--- src/rtl/arm_pipe_pkg.sv ---
// Shared pipeline types: register index, shadow-slot records and
// operand forward-select encodings.
package arm_pipe_pkg;

    localparam int REG_W = 4;
    localparam int CNT_W = 16;

    typedef logic [REG_W-1:0] reg_idx_t;

    typedef enum logic [1:0] {
        FWD_RF  = 2'b00,
        FWD_MEM = 2'b01,
        FWD_WB  = 2'b10
    } fwd_sel_t;

    typedef struct packed {
        logic     valid;
        reg_idx_t dest;
        logic     wb_en;
        logic     mem_r_en;
    } slot_t;

    typedef struct packed {
        slot_t    base;
        reg_idx_t src1;
        reg_idx_t src2;
        logic     uses_src1;
        logic     two_src;
    } exe_slot_t;

endpackage

--- src/rtl/hazard_scoreboard_if.sv ---
// ID-stage to hazard-scoreboard bundle: decoded ID fields and pipeline
// controls in, stall/forwarding decisions and stall counter out.
interface hazard_scoreboard_if;
    import arm_pipe_pkg::*;

    logic             id_valid;
    reg_idx_t         id_src1;
    reg_idx_t         id_src2;
    logic             id_uses_src1;
    logic             id_two_src;
    reg_idx_t         id_dest;
    logic             id_wb_en;
    logic             id_mem_r_en;
    logic             freeze;
    logic             flush;
    logic             hazard;
    logic [1:0]       fwd_sel_src1;
    logic [1:0]       fwd_sel_src2;
    logic [CNT_W-1:0] stall_cnt;

    modport master (
        output id_valid, id_src1, id_src2, id_uses_src1, id_two_src,
        output id_dest, id_wb_en, id_mem_r_en, freeze, flush,
        input  hazard, fwd_sel_src1, fwd_sel_src2, stall_cnt
    );

    modport slave (
        input  id_valid, id_src1, id_src2, id_uses_src1, id_two_src,
        input  id_dest, id_wb_en, id_mem_r_en, freeze, flush,
        output hazard, fwd_sel_src1, fwd_sel_src2, stall_cnt
    );

endinterface

--- src/rtl/hazard_slot_match.sv ---
// RAW comparator: one shadow slot against one source register,
// gated by the source's use flag.
module hazard_slot_match
    import arm_pipe_pkg::*;
(
    input  slot_t    i_slot,
    input  reg_idx_t i_reg,
    input  logic     i_use,
    output logic     o_hit
);

    logic w_unused;

    assign o_hit = i_use & i_slot.valid & i_slot.wb_en
                 & (i_slot.dest == i_reg);
    assign w_unused = i_slot.mem_r_en;

endmodule

--- src/rtl/hazard_scoreboard.sv ---
// EXE/MEM/WB shadow scoreboard: decides ID stalls, EXE operand
// forward selects and keeps a saturating stall-cycle counter.
module hazard_scoreboard
    import arm_pipe_pkg::*;
#(
    parameter bit FORWARD_EN = 1'b0,
    parameter bit WB_BYPASS  = 1'b1
) (
    input  logic                clk,
    input  logic                rst,
    hazard_scoreboard_if.slave  sb
);

    exe_slot_t        r_exe;
    slot_t            r_mem;
    slot_t            r_wb;
    logic [CNT_W-1:0] r_cnt;

    slot_t            w_slots [3];
    logic [2:0]       w_hit1;
    logic [2:0]       w_hit2;
    logic [2:0]       w_raw;
    logic [1:0]       w_fw1;
    logic [1:0]       w_fw2;
    logic             w_hazard;
    fwd_sel_t         w_sel1;
    fwd_sel_t         w_sel2;
    exe_slot_t        w_exe_nxt;

    assign w_slots[0] = r_exe.base;
    assign w_slots[1] = r_mem;
    assign w_slots[2] = r_wb;

    // Index 0/1/2 = EXE/MEM/WB for the ID-side compares.
    for (genvar g = 0; g < 3; g++) begin : g_id
        hazard_slot_match u_s1 (
            .i_slot (w_slots[g]),
            .i_reg  (sb.id_src1),
            .i_use  (sb.id_uses_src1),
            .o_hit  (w_hit1[g])
        );
        hazard_slot_match u_s2 (
            .i_slot (w_slots[g]),
            .i_reg  (sb.id_src2),
            .i_use  (sb.id_two_src),
            .o_hit  (w_hit2[g])
        );
    end

    // Index 0/1 = MEM/WB producers for the EXE-side operands.
    for (genvar g = 0; g < 2; g++) begin : g_fwd
        hazard_slot_match u_f1 (
            .i_slot (w_slots[g+1]),
            .i_reg  (r_exe.src1),
            .i_use  (r_exe.uses_src1),
            .o_hit  (w_fw1[g])
        );
        hazard_slot_match u_f2 (
            .i_slot (w_slots[g+1]),
            .i_reg  (r_exe.src2),
            .i_use  (r_exe.two_src),
            .o_hit  (w_fw2[g])
        );
    end

    assign w_raw = w_hit1 | w_hit2;

    always_comb begin
        w_hazard = 1'b0;
        if (FORWARD_EN) begin
            w_hazard = sb.id_valid & w_raw[0] & r_exe.base.mem_r_en;
        end else begin
            w_hazard = sb.id_valid
                     & (w_raw[0] | w_raw[1] | (!WB_BYPASS & w_raw[2]));
        end
    end

    // Both producers may match; the younger MEM result wins.
    always_comb begin
        w_sel1 = FWD_RF;
        w_sel2 = FWD_RF;
        if (FORWARD_EN) begin
            priority case (1'b1)
                w_fw1[0]: w_sel1 = FWD_MEM;
                w_fw1[1]: w_sel1 = FWD_WB;
                default:  w_sel1 = FWD_RF;
            endcase
            priority case (1'b1)
                w_fw2[0]: w_sel2 = FWD_MEM;
                w_fw2[1]: w_sel2 = FWD_WB;
                default:  w_sel2 = FWD_RF;
            endcase
        end
    end

    always_comb begin
        w_exe_nxt = '0;
        if (sb.id_valid && !w_hazard && !sb.flush) begin
            w_exe_nxt.base.valid    = 1'b1;
            w_exe_nxt.base.dest     = sb.id_dest;
            w_exe_nxt.base.wb_en    = sb.id_wb_en;
            w_exe_nxt.base.mem_r_en = sb.id_mem_r_en;
            w_exe_nxt.src1          = sb.id_src1;
            w_exe_nxt.src2          = sb.id_src2;
            w_exe_nxt.uses_src1     = sb.id_uses_src1;
            w_exe_nxt.two_src       = sb.id_two_src;
        end
    end

    always_ff @(posedge clk or negedge rst) begin
        if (!rst) begin
            r_exe <= '0;
            r_mem <= '0;
            r_wb  <= '0;
            r_cnt <= '0;
        end else if (!sb.freeze) begin
            r_wb  <= r_mem;
            r_mem <= r_exe.base;
            r_exe <= w_exe_nxt;
            if (w_hazard && (r_cnt != '1)) begin
                r_cnt <= r_cnt + 1'b1;
            end
        end
    end

    assign sb.hazard       = w_hazard;
    assign sb.fwd_sel_src1 = w_sel1;
    assign sb.fwd_sel_src2 = w_sel2;
    assign sb.stall_cnt    = r_cnt;

endmodule

--- src/flat_wrapper.sv ---
// flat-port wrapper written by rule: the top's interface ports become plain ports
module hazard_scoreboard_flat import arm_pipe_pkg::*;
#(
    parameter bit FORWARD_EN = 1'b0,
    parameter bit WB_BYPASS  = 1'b1
)
  (clk, rst, sb_id_valid, sb_id_src1, sb_id_src2, sb_id_uses_src1, sb_id_two_src, sb_id_dest, sb_id_wb_en, sb_id_mem_r_en, sb_freeze, sb_flush, sb_hazard, sb_fwd_sel_src1, sb_fwd_sel_src2, sb_stall_cnt);
  hazard_scoreboard_if sb_i ();
  input  logic clk;
  input  logic rst;
  input wire logic [$bits(sb_i.id_valid)-1:0] sb_id_valid;
  input wire logic [$bits(sb_i.id_src1)-1:0] sb_id_src1;
  input wire logic [$bits(sb_i.id_src2)-1:0] sb_id_src2;
  input wire logic [$bits(sb_i.id_uses_src1)-1:0] sb_id_uses_src1;
  input wire logic [$bits(sb_i.id_two_src)-1:0] sb_id_two_src;
  input wire logic [$bits(sb_i.id_dest)-1:0] sb_id_dest;
  input wire logic [$bits(sb_i.id_wb_en)-1:0] sb_id_wb_en;
  input wire logic [$bits(sb_i.id_mem_r_en)-1:0] sb_id_mem_r_en;
  input wire logic [$bits(sb_i.freeze)-1:0] sb_freeze;
  input wire logic [$bits(sb_i.flush)-1:0] sb_flush;
  output wire logic [$bits(sb_i.hazard)-1:0] sb_hazard;
  output wire logic [$bits(sb_i.fwd_sel_src1)-1:0] sb_fwd_sel_src1;
  output wire logic [$bits(sb_i.fwd_sel_src2)-1:0] sb_fwd_sel_src2;
  output wire logic [$bits(sb_i.stall_cnt)-1:0] sb_stall_cnt;
  assign sb_i.id_valid = sb_id_valid;
  assign sb_i.id_src1 = sb_id_src1;
  assign sb_i.id_src2 = sb_id_src2;
  assign sb_i.id_uses_src1 = sb_id_uses_src1;
  assign sb_i.id_two_src = sb_id_two_src;
  assign sb_i.id_dest = sb_id_dest;
  assign sb_i.id_wb_en = sb_id_wb_en;
  assign sb_i.id_mem_r_en = sb_id_mem_r_en;
  assign sb_i.freeze = sb_freeze;
  assign sb_i.flush = sb_flush;
  assign sb_hazard = sb_i.hazard;
  assign sb_fwd_sel_src1 = sb_i.fwd_sel_src1;
  assign sb_fwd_sel_src2 = sb_i.fwd_sel_src2;
  assign sb_stall_cnt = sb_i.stall_cnt;
  hazard_scoreboard #(.FORWARD_EN(FORWARD_EN), .WB_BYPASS(WB_BYPASS)) u_core (.clk(clk), .rst(rst), .sb(sb_i));
endmodule
--- config.mk ---
export PLATFORM = sky130hd
export DESIGN_NAME = hazard_scoreboard_flat
export DESIGN_NICKNAME = d
export VERILOG_FILES = /design/src/rtl/arm_pipe_pkg.sv /design/src/rtl/hazard_scoreboard_if.sv /design/src/rtl/hazard_slot_match.sv /design/src/rtl/hazard_scoreboard.sv /design/src/flat_wrapper.sv
export SDC_FILE = /design/constraint.sdc
export NUM_CORES = 1
export LEC_CHECK = 0
export ABC_AREA = 0
export CORE_MARGIN = 3
export CORE_UTILIZATION = 35
export CTS_BUF_LIST = sky130_fd_sc_hd__clkbuf_16
export DETAILED_ROUTE_END_ITERATION = 16
export PLACE_DENSITY = 0.61
export SLEW_MARGIN = 20
export SYNTH_ARGS = -nofsm -noshare
export SYNTH_HDL_FRONTEND = slang
export SYNTH_SLANG_ARGS = --single-unit
export TNS_END_PERCENT = 1
--- constraint.sdc ---
create_clock -name clk -period 1.8 [get_ports clk]
set_input_delay 0.27 -clock clk [delete_from_list [all_inputs] [get_ports clk]]
set_output_delay 0.27 -clock clk [all_outputs]
set_load 0.02 [all_outputs]
==> summary.txt <==
outcome: complete, but fails checks
failing checks: setup timing
WHS: 0.3911 ns
Max Cap Violations: 0
pin count of the biggest net entering global routing: 29
Reg clk slew, reported paths: 0.07 ns
core box area: 3854 µm²
post-route setup slack: -0.3464 ns
Pins Over Slew Limit: 0
DRC: 0
reg2reg start: u_core.r_exe[14]
root buffer cell: clkbuf_16
Yosys Warn Count: 0
Yosys top cell by area: dfrtp_1
Worst EP arrival: 1.88 ns
worst-case reg-to-reg path depth: 7
multi-input logic area: 745.7 µm²
synthesized area per cell: 11.31 µm²
drt via density: 5.004
DR vias: 1,166
CTS Hold Bufs: 0
final wirelength: 3427 µm
drt initial violations: 81
WL per Instance: 14.71 µm
post-DP HPWL: 2592 µm
Placement Rows: 22
Die ar.: 5014 µm²
Final Hold Viols: 0
Inserted Clock Buffers: 3
fmax: 0.4659 GHz
sequential-to-total area share from yosys stat: 47.66%
Cells after Synth: 130
ys flop type: dfrtp_1
top cell type's share of synthesized area: 47.66%
post-synth cell types: 27
CP Launch Type: input port
grt ovf: 0
Tot Pwr: 1.500 mW
initial antenna violation count: 0
Post-synth EDFFs: 0
CP Class: input port to output port
DR pass1 iterations: 4
layout cells sized above 1: 21.62%
Worst Path Max Fanout: 2
worst hold path class: input port to async pin
IO Pins: 42
CTS tree: yes
GR Util All Layers: 14.26%
Die Ht: 70.81 µm
Layout Skew: 0.004422 ns
Reg area: 700.7 µm²
Starting Density: 38.15%
period utilization: 119.2%
worst vdd ir: 0.0004258 V
final setup fails: 15
Die Span X: 70.81 µm
CP Capture Type: output port
Diodes inserted: 0
htree depth: 1
Post-Place Setup Slack: -0.7733 ns
layout net count: 208
largest cells by area after synthesis: dfrtp_1 (48%), xnor2_1 (11%), xor2_1 (7.7%)
ys async rst share: 100.0%
post-synthesis register bit count: 28
vias in the first global route: 1,198
Fillers: 338
clk_lat worst skew: 0.26 ns
Layout area overhead: 45.62%
first-pass GRT wire length: 5761 µm
RSZ-0062 raised after global routing: yes
setup tns final: -2.521 ns
gp weighted congestion: 0.9879
min Tclk post-route: 2.146 ns
Final ANT Viol Nets: 0
Critical Path Start: sb_id_src2[0]
CTS Buffer Depth: 2
Port Buffers: 36
pwr dens: 700.7 nW/µm²
mapped cell area: 1470 µm²
clock sink count: 28
Pleak: 0.9708 nW
worst path required time: 1.53 ns
[logic make-up after synthesis]
kind of cell    Yosys count  share of synthesized area (%)
flops                    28                          47.66
xor+xnor                 31                          18.47
mux                       7                          5.616
other cells               1                         0.2551
buf+inv                  10                          3.830
simple gates             44                          18.81
fa+ha+maj                 1                         0.8509
compound gates            8                          4.511
[stage by stage]
step | utilization [%] | instances | area (µm²)
6_report | 55.55 | 233 | 2141
5_1_grt | 55.55 | 233 | 2141
4_1_cts | 54.77 | 233 | 2111
3_5_place_dp | 51.75 | 227 | 1994
3_3_place_gp | 51.75 | 227 | 1994
2_1_floorplan | - | 133 | 1498
[worst max-delay path: stages]
cell             delay [ns]
clkdlybuf4s50_1        0.52
xor2_1                 0.15
nor4_1                 0.07
or4_1                  0.56
and2_4                 0.18
buf_6                  0.12
[registers in the layout, indices dropped and copies added (netlist names)]
register             flops
u_core.sb.stall_cnt     16
u_core.r_exe             6
u_core.r_mem             6
[Yosys cell counts, types with 2 or more instances]
cell      count
nor2_1        5
dfrtp_1      28
buf_4         5
mux2_2        6
xor2_1       13
nor4_1        4
clkbuf_1      4
nand4_1      14
nand3_1       5
xnor2_1      18
a22o_1        5
nand2_1       4
and4_1        2
and3_1        4
[layer usage]
layer  GRT usage, %  part of all wire [%]  vias up
met5              0                     0        -
met4          5.010                   1.8        0
met3          3.267                   3.3        4
met2          23.07                    50       24
met1          18.73                    45      565
li1               -                     -      573
[layout by cell type, fill, tap and decap left out, drive strengths merged]
cell type / synthesis / layout
nor4b: 1 / 1
mux2: 7 / 7
xnor2: 18 / 18
and4: 2 / 2
and2: 1 / 1
nand2: 4 / 4
clkdlybuf4s50: 0 / 28
nand4: 14 / 14
nand3: 5 / 5
dlygate4sd2: 0 / 7
xor2: 13 / 13
clkbuf: 4 / 3
a22o: 5 / 5
nor3: 1 / 1
ha: 1 / 1
bufinv: 0 / 1
nor4: 4 / 4
inv: 1 / 1
dfrtp: 28 / 28
buf: 5 / 22
a31oi: 1 / 1
nand4b: 1 / 1
or4: 1 / 1
and3: 5 / 5
a21o: 1 / 1
conb: 1 / 4
a31o: 1 / 1
nor2: 5 / 5
[cell type report]
cell class | count | share of cell area (%)
Multi-Input combinational cell | 95 | 34.83
Sequential cell | 28 | 32.73
Timing Repair Buffer | 57 | 24.55
Clock buffer | 3 | 3.507
Tap cell | 48 | 2.805
Clock inverter | 1 | 1.403
Inverter | 1 | 0.1753
[power by group]
part	switching (mW)	internal [mW]
logic	0.0810	0.0963
registers	0.0210	0.650
clock network	0.210	0.443
total	0.311	1.19
[what timing repair did]
| action | 4_1_cts | 5_1_grt |
|---|---|---|
| setup buffers | 2 | 0 |
| resized for setup | 14 | 6 |
| endpoints found under the hold margin | 0 | 0 |
| cloned | 0 | 0 |
| pin swaps | 5 | 7 |
| setup endpoints to repair | 23 | 23 |
[path summary, 6_finish.rpt]
check	to	slack, ns
min in group clk	u_core.sb.stall_cnt[10]	0.50
max in group asynchronous	u_core.sb.stall_cnt[3]	1.14
worst max register to register	u_core.sb.stall_cnt[1]	-0.28
worst min-delay path	u_core.r_exe[14]	0.39
worst min register to register	u_core.sb.stall_cnt[10]	0.50
worst max-delay path	sb_hazard	-0.35
No activity file was read; power rests on OpenSTA's default activity.
